## config.mk

```make
export PLATFORM = sky130hd
export DESIGN_NAME = sseg_scan
export DESIGN_NICKNAME = d
export VERILOG_FILES = /design/src/rtl/sseg_scan.sv
export SDC_FILE = /design/constraint.sdc
export NUM_CORES = 1
export LEC_CHECK = 0
export ABC_AREA = 1
export CAP_MARGIN = 30
export CORE_AREA = 2 2 73 57
export CTS_CLUSTER_DIAMETER = 40
export DETAILED_ROUTE_END_ITERATION = 8
export DIE_AREA = 0 0 75 59
export GPL_ROUTABILITY_DRIVEN = 0
export PLACE_DENSITY = 0.73
export SLEW_MARGIN = 20
export SYNTH_ARGS = -nofsm -noshare
export SYNTH_HDL_FRONTEND = slang
export SYNTH_SLANG_ARGS = --single-unit
```

## constraint.sdc

```tcl
create_clock -name clk -period 3.8 [get_ports clk]
set_input_delay 0.57 -clock clk [delete_from_list [all_inputs] [get_ports clk]]
set_output_delay 0.57 -clock clk [all_outputs]
set_load 0.03 [all_outputs]
```

## src/rtl/sseg_scan.sv

```systemverilog
// Digit-scan driver for a 4-digit multiplexed 7-seg display, one-cold anodes.
// Define SSEG_SCAN_LZB_EN to enable leading-zero blanking of digits 1..3.
module sseg_scan #(
   parameter int DIV   = 25000,
   parameter int BLANK = 250
) (
   input  logic       clk,
   input  logic       rst_n,
   input  logic       en,
   input  logic [3:0] bcd0,
   input  logic [3:0] bcd1,
   input  logic [3:0] bcd2,
   input  logic [3:0] bcd3,
   output logic [3:0] sel,
   output logic [1:0] digit_idx,
   output logic       tick
);

   localparam int CW = $clog2(DIV);
   localparam logic [CW-1:0] LAST = CW'(DIV - 1);
   localparam logic [CW-1:0] BEND = CW'((BLANK > 0) ? BLANK - 1 : 0);

   typedef enum logic [1:0] {S_IDLE, S_BLANK, S_DRIVE} state_t;

   localparam state_t START = (BLANK == 0) ? S_DRIVE : S_BLANK;

   state_t        state_q, state_d;
   logic [CW-1:0] cnt_q, cnt_d;
   logic [1:0]    idx_q, idx_d;
   logic [3:0]    sel_q, sel_d;
   logic          tick_q, tick_d;
   logic          dark_q, dark_d;

   always_ff @(posedge clk or negedge rst_n) begin
      if (!rst_n) begin
         state_q <= S_IDLE;
         cnt_q   <= '0;
         idx_q   <= 2'd0;
         sel_q   <= 4'b1111;
         tick_q  <= 1'b0;
         dark_q  <= 1'b0;
      end else begin
         state_q <= state_d;
         cnt_q   <= cnt_d;
         idx_q   <= idx_d;
         sel_q   <= sel_d;
         tick_q  <= tick_d;
         dark_q  <= dark_d;
      end
   end

   always_comb begin
      state_d = state_q;
      cnt_d   = cnt_q;
      idx_d   = idx_q;
      if (!en) begin
         state_d = S_IDLE;
         cnt_d   = '0;
      end else begin
         unique case (state_q)
            S_IDLE: begin
               state_d = START;
               cnt_d   = '0;
            end
            default: begin
               if (cnt_q == LAST) begin
                  state_d = START;
                  cnt_d   = '0;
                  idx_d   = idx_q + 2'd1;
               end else begin
                  cnt_d = cnt_q + CW'(1);
                  if (state_q == S_BLANK && cnt_q == BEND)
                     state_d = S_DRIVE;
               end
            end
         endcase
      end
   end

   // Outputs are registered from next-state values so they track state_q exactly.
`ifdef SSEG_SCAN_LZB_EN
   logic slot_start;
   wire  unused_bcd0 = &{1'b0, bcd0};

   always_comb begin
      slot_start = en && (state_q == S_IDLE || cnt_q == LAST);
      dark_d     = dark_q;
      if (slot_start) begin
         unique case (idx_d)
            2'd1:    dark_d = ({bcd1, bcd2, bcd3} == 12'd0);
            2'd2:    dark_d = ({bcd2, bcd3} == 8'd0);
            2'd3:    dark_d = (bcd3 == 4'd0);
            default: dark_d = 1'b0;
         endcase
      end
   end
`else
   wire unused_bcd = &{1'b0, bcd0, bcd1, bcd2, bcd3};

   always_comb begin
      dark_d = 1'b0;
   end
`endif

   always_comb begin
      sel_d  = 4'b1111;
      tick_d = (state_d != S_IDLE) && (cnt_d == LAST);
      if (state_d == S_DRIVE && !dark_d)
         sel_d = ~(4'b0001 << idx_d);
   end

   assign sel       = sel_q;
   assign digit_idx = idx_q;
   assign tick      = tick_q;

endmodule

```

==> summary.md, run 1 <==
| Metric | Value |
|---|---|
| Status | `finished, final reports clean` |
| Final number of hold-violating endpoints | `0` |
| First-pass GRT wire length | `between 5000 and 6000 microns` |
| H-Tree Depth | `1` |
| Pwr dens | `around 300 mW/mm^2` |
| Minimum clock period | `2.08 ns` |
| Synth Area in Compound Gates | `2.53%` |
| Largest net degree at the start of global routing | `15` |
| DRT Pass-1 Iters | `4` |
| Seq pwr share | `51.3%` |
| Initial Utilization | `39.4%` |
| CTS Sinks | `24` |
| Top post-synthesis cells by area | `dfrtp_1 (35%), nand2_1 (11%), nor2_1 (8.1%)` |
| Stages on worst setup path | `1` |
| TritonCTS clock tree | `done` |
| FP Rows | `19` |
| Fin util | `between 40% and 50%` |
| Comb power frac | `approximately 4.6%` |
| Area of the core | `approximately 0.0036 sq mm` |
| Vias | `between 1000 and 1500` |
| Worst path top cell family by delay | `buffers and inverters` |
| Fin area | `between 0.0015 and 0.002 sq mm` |
| Simple-gate area share of the yosys netlist | `between 40% and 50%` |
| CP Capture Type | `output pin` |
| FF+latch count, synth | `24` |
| Slew margin rel. | `62.7%` |
| Detailed-route DRC error count | `0` |
| Arrival @ worst endpoint | `between 1.5 and 2 ns` |
| Largest area contributor in the netlist | `dfrtp_1` |
| Post-synthesis cell area | `around 0.0014 sq mm` |
| Placed cell area | `0.00160 sq mm` |
| Syn Inst Count | `185` |
| Layout area overhead | `16.9%` |
| CP cell instances | `clkdlybuf4s50_1` |
| Worst r2r path cells | `10` |
| Unique cell type count in the Yosys netlist | `24` |
| CP bufs+invs | `1` |
| Placed wire-length estimate | `2310 microns` |
| Post-CTS setup buffers | `0` |
| Crit Path Max Fanout | `4` |
| CP max stage delay | `roughly 0.73 ns` |
| PostCTS Resize Cnt | `0` |
| Max Freq | `480 MHz` |
| Clock tree buffer depth | `2` |
| Ys Warns | `0` |
| Vias in the first global route | `~1100` |
| Main combinational cell family by area after synthesis | `simple AND/OR/NAND/NOR gates` |
| Clock root cell | `clkbuf_8` |
| Kind of start point of the critical path | `flop` |
| Post-synth EDFFs | `0` |
| Max-slew violations | `0` |
| Mapped Avg Cell Area | `around 7.7 sq um` |
| Final worst path period share | `roughly 55%` |
| ANT nets after route | `0` |
| Chip width | `approximately 75 microns` |
| Height of the die | `59 microns` |
| # IOs | `26` |
| Clk_lat worst skew | `about 0.27 ns` |
| # hold bufs at CTS | `0` |
| WHS | `about 0.52 ns` |
| WHS Path Cells | `1` |
| P_int | `roughly 410 uW` |
| CP Data Required Time | `between 3 and 4 ns` |
| Hold Crit Class | `reg2reg` |
| Slew @ Worst Pin | `between 0.5 and 0.6 ns` |
| GRT Util Overall | `15.3%` |
| LEAKAGE | `about 0.00075 uW` |
| Drt wl/cell | `about 11 microns` |
| Setup Slack @ Placement | `about 1.7 ns` |
| Initial antenna violation count | `0` |
| Total die area | `~0.0044 sq mm` |
| Total grt overflow | `0` |
| Clk pwr share | `a little over two fifths` |
| ANT cells | `0` |
| # nets final | `about 220` |
| Filler cell count | `about 370` |
| Clock transition at path regs | `about 0.08 ns` |
| Synth Area in Adders | `approximately 1.7%` |
| Setup violations, final | `0` |
| Final worst slack | `approximately 1.7 ns` |
| Vias per cell | `approximately 4.8` |
| Syn_nets | `206` |
| Setup CP Type | `reg2out` |
| Initial DRC count | `85` |
| Max Cap Violations | `0` |
| Post-synthesis sequential area ratio | `between 40% and 50%` |
| Mux cell area share after synthesis | `0%` |
| Top cell type's share of synthesized area | `35.0%` |
| Switching Fraction | `approximately a fifth` |
| Routed WL | `2830 microns` |
| R2r setup slk | `2.03 ns` |
| Crit-path slowest cell | `clkdlybuf4s50_1` |
| Peak supply drop | `about 180 uV` |
| CTS buffer count | `3` |
| Setup TNS Final | `0 ns` |
| Share of cells above drive strength 1 | `19.1%` |
| Prevailing post-synth register cell | `dfrtp_1` |
| Clk_skew | `between 0.005 and 0.006 ns` |
| P_sw | `98.7 uW` |
| Async SR Flop Fraction | `100%` |
| I/O Buffers | `9` |
| XOR/XNOR share of the synthesized area | `approximately 3.1%` |
| RSZ-0062 raised after global routing | `false` |
[sequential cells by signal, indices dropped and copies added, names as in the netlist]
name	flops
tick	1
state_q	2
digit_idx	2
cnt_q	15
sel	4
[cell usage after synthesis (2+ instances only)]
library cell / number
nand2_1: 42
nor2_1: 31
inv_1: 23
nand3_1: 21
dfrtp_1: 20
nand2_2: 8
nor2_2: 5
nor2_4: 5
dfstp_2: 4
inv_2: 4
nand4_1: 4
a21oi_1: 2
ha_1: 2
nor3_1: 2
o21ai_0: 2
xor2_1: 2
[per-stage QoR]
stage / power [uW] / cells
6_report: 505 / 251
3_3_place_gp: 286 / 246
4_1_cts: 512 / 251
2_1_floorplan: 276 / 185
3_5_place_dp: 288 / 247
5_1_grt: 526 / 251
[worst paths after layout]
check / start / end
max reg2reg: cnt_q[0]$_DFF_PN0_ / tick$_DFF_PN0_
max: digit_idx[0]$_DFF_PN0_ / digit_idx[0]
min: digit_idx[1]$_DFF_PN0_ / sel[3]$_DFF_PN1_
min in group asynchronous: rst_n / cnt_q[12]$_DFF_PN0_
max in group asynchronous: rst_n / cnt_q[13]$_DFF_PN0_
min reg2reg: digit_idx[1]$_DFF_PN0_ / sel[3]$_DFF_PN1_
[cell usage in the layout, fill, tap and decap left out, types with 3 or more instances in the layout]
master and count:
nand2_1 42, nor2_1 31, inv_1 23, nand3_1 21, dfrtp_1 20, clkdlybuf4s50_1 9
nand2_2 8, nor2_2 5, nor2_4 5, inv_2 4, nand4_1 4, dfstp_2 4
clkbuf_8 3
[cell families (layout without fill, tap and decap cells)]
group	Yosys count	after routing
compound gates	6	6
fa+ha+maj	2	2
simple gates	123	123
xor+xnor	3	3
buf+inv	27	41
flops	24	24
[layout make-up]
type                       instances  area (sq um)  area share [%]
clock buffer                       3          41.3            2.47
clock inverter                     1          30.0            1.80
inverter                          27           101            6.06
multi-input combinational        134           724            43.3
sequential                        24           606            36.2
tap                               52          65.1            3.89
timing repair buffer              10           105            6.28
[power groups by stage]
| stage | registers, uW | clock network (uW) | logic, uW |
|---|---|---|---|
| 6_report | 259 | 222 | 23.4 |
| 5_1_grt | 260 | 240 | 26.8 |
| 4_1_cts | 259 | 229 | 24.0 |
| 3_5_place_dp | 264 | 0 | 23.7 |
| 3_3_place_gp | 264 | 0 | 21.7 |
| 2_1_floorplan | 264 | 0 | 12.1 |
[routing by layer]
metal / global-route usage, % / wire (microns) / vias to the layer above
li1: - / - / 601
met1: 22.5 / 1470 / 576
met2: 22.4 / 1200 / 22
met3: 4.59 / 142 / 2
met4: 3.06 / 10 / 0
met5: 0 / 0 / -
Note: power is estimated with default switching activity, not from simulation.
==> inputs of run 2 (changes only) <==
==> constraint.sdc (replaced) <==
create_clock -name clk -period 2.1 [get_ports clk]
set_input_delay 0.315 -clock clk [delete_from_list [all_inputs] [get_ports clk]]
set_output_delay 0.315 -clock clk [all_outputs]
set_load 0.03 [all_outputs]
==> summary.md, run 2 (synthesized netlist as in run 1, its figures left out) <==
| Metric | Value |
|---|---|
| Status | `finished, final reports clean` |
| Crit-path slowest cell | `clkdlybuf4s50_1` |
| Arrival @ worst endpoint | `between 1.5 and 2 ns` |
| ANT nets after route | `0` |
| Post-CTS setup buffers | `0` |
| # nets final | `approximately 220` |
| Slew @ Worst Pin | `around 0.3 ns` |
| Fin area | `between 0.0015 and 0.002 sq mm` |
| Vias in the first global route | `about 1000` |
| CP bufs+invs | `1` |
| Crit Path Max Fanout | `4` |
| Clk_skew | `0.00338 ns` |
| Commonest non-fill, non-tap cell in the layout | `nand2_1` |
| FP Rows | `19` |
| I/O Buffers | `9` |
| First-pass GRT wire length | `4820 microns` |
| PostCTS Resize Cnt | `0` |
| Setup TNS Final | `0 ns` |
| LEAKAGE | `around 0.00075 uW` |
| Minimum clock period | `1.82 ns` |
| Share of cells above drive strength 1 | `between 10% and 20%` |
| Vias per cell | `around 4.7` |
| Initial antenna violation count | `0` |
| Worst path top cell family by delay | `buffers and inverters` |
| Largest register FFs | `15` |
| Chip width | `between 70 and 80 microns` |
| Largest net degree at the start of global routing | `25` |
| Max Cap Violations | `0` |
| Area of the core | `about 0.0036 sq mm` |
| Final number of hold-violating endpoints | `0` |
| DRT Pass-1 Iters | `4` |
| Peak supply drop | `384 uV` |
| CP max stage delay | `between 0.7 and 0.8 ns` |
| Max-slew violations | `0` |
| Routed WL | `~2800 microns` |
| Final worst path period share | `between 80% and 90%` |
| ANT cells | `0` |
| # IOs | `26` |
| Layout area overhead | `16.3%` |
| Setup violations, final | `0` |
| Slew margin rel. | `between 70% and 80%` |
| Max Freq | `between 500 and 600 MHz` |
| Vias | `1168` |
| Largest Register | `cnt_q` |
| Setup CP Type | `reg2out` |
| CP Data Required Time | `approximately 1.8 ns` |
| Drt wl/cell | `11.1 microns` |
| Pwr dens | `about 550 mW/mm^2` |
| Placed wire-length estimate | `between 2000 and 2500 microns` |
| Placed cell area | `~0.0016 sq mm` |
| CP cell instances | `clkdlybuf4s50_1` |
| GRT Util Overall | `between 10% and 20%` |
| RSZ-0062 raised after global routing | `false` |
| Clock root cell | `clkbuf_8` |
| Clock transition at path regs | `around 0.08 ns` |
| # hold bufs at CTS | `0` |
| Kind of start point of the critical path | `flop` |
| Initial Utilization | `39.4%` |
| Initial DRC count | `119` |
| Total die area | `around 0.0044 sq mm` |
| CTS Sinks | `24` |
| Hold Crit Class | `in2async` |
| Detailed-route DRC error count | `0` |
| Filler cell count | `about 370` |
| Height of the die | `59 microns` |
| PnR Total Power | `slightly above 900 uW` |
| CTS buffer count | `3` |
| CP Capture Type | `output pin` |
| Most frequent cells in the layout | `nand2_1 (42), nor2_1 (31), inv_1 (23)` |
| Clk_lat worst skew | `approximately 0.27 ns` |
| Total grt overflow | `0` |
| H-Tree Depth | `1` |
| TritonCTS clock tree | `done` |
| Clock tree buffer depth | `2` |
[run 2: final timing paths]
| check | start | end | slack [ns] | cells past startpoint |
|---|---|---|---|---|
| max | digit_idx[0]$_DFF_PN0_ | digit_idx[0] | 0.28 | 1 |
| min | rst_n | digit_idx[1]$_DFF_PN0_ | 0.39 | 2 |
| max reg2reg | cnt_q[0]$_DFF_PN0_ | tick$_DFF_PN0_ | 0.32 | 10 |
| min reg2reg | digit_idx[1]$_DFF_PN0_ | sel[3]$_DFF_PN1_ | 0.51 | 1 |
| max in group asynchronous | rst_n | sel[1]$_DFF_PN1_ | 1.42 | 2 |
| min in group clk | digit_idx[1]$_DFF_PN0_ | sel[3]$_DFF_PN1_ | 0.51 | 1 |
[run 2: per-layer routing]
layer,routed length [microns],global-route usage [%],vias up
li1,-,-,602
met5,0,0,-
met1,1470,22.6,534
met2,1140,19.9,28
met4,18,3.06,0
met3,159,3.57,4
[run 2: layout make-up]
cell class | instances | area (sq um) | area share [%]
Inverter | 27 | 101 | 6.09
Tap cell | 52 | 65.1 | 3.91
Multi-Input combinational cell | 134 | 724 | 43.5
Timing Repair Buffer | 10 | 97.6 | 5.86
Sequential cell | 24 | 606 | 36.4
Clock inverter | 1 | 30.0 | 1.80
Clock buffer | 3 | 41.3 | 2.48
[run 2: metrics by stage]
step           worst slack [ns]  utilization (%)  hold slack, ns  std cells
5_1_grt                   0.202             45.8           0.441        251
3_3_place_gp              0.309             43.8           0.496        247
2_1_floorplan             0.585                -          0.0194        185
4_1_cts                   0.253             45.8           0.400        251
6_report                  0.277             45.8           0.391        251
3_5_place_dp              0.309             43.8           0.488        247
[run 2: where the power goes]
| part | switching [uW] | total, uW | internal, uW |
|---|---|---|---|
| clock network | 153 | 408 | 255 |
| logic | 27.0 | 40.4 | 13.4 |
| registers | 3.85 | 469 | 465 |
| total | 184 | 917 | 734 |
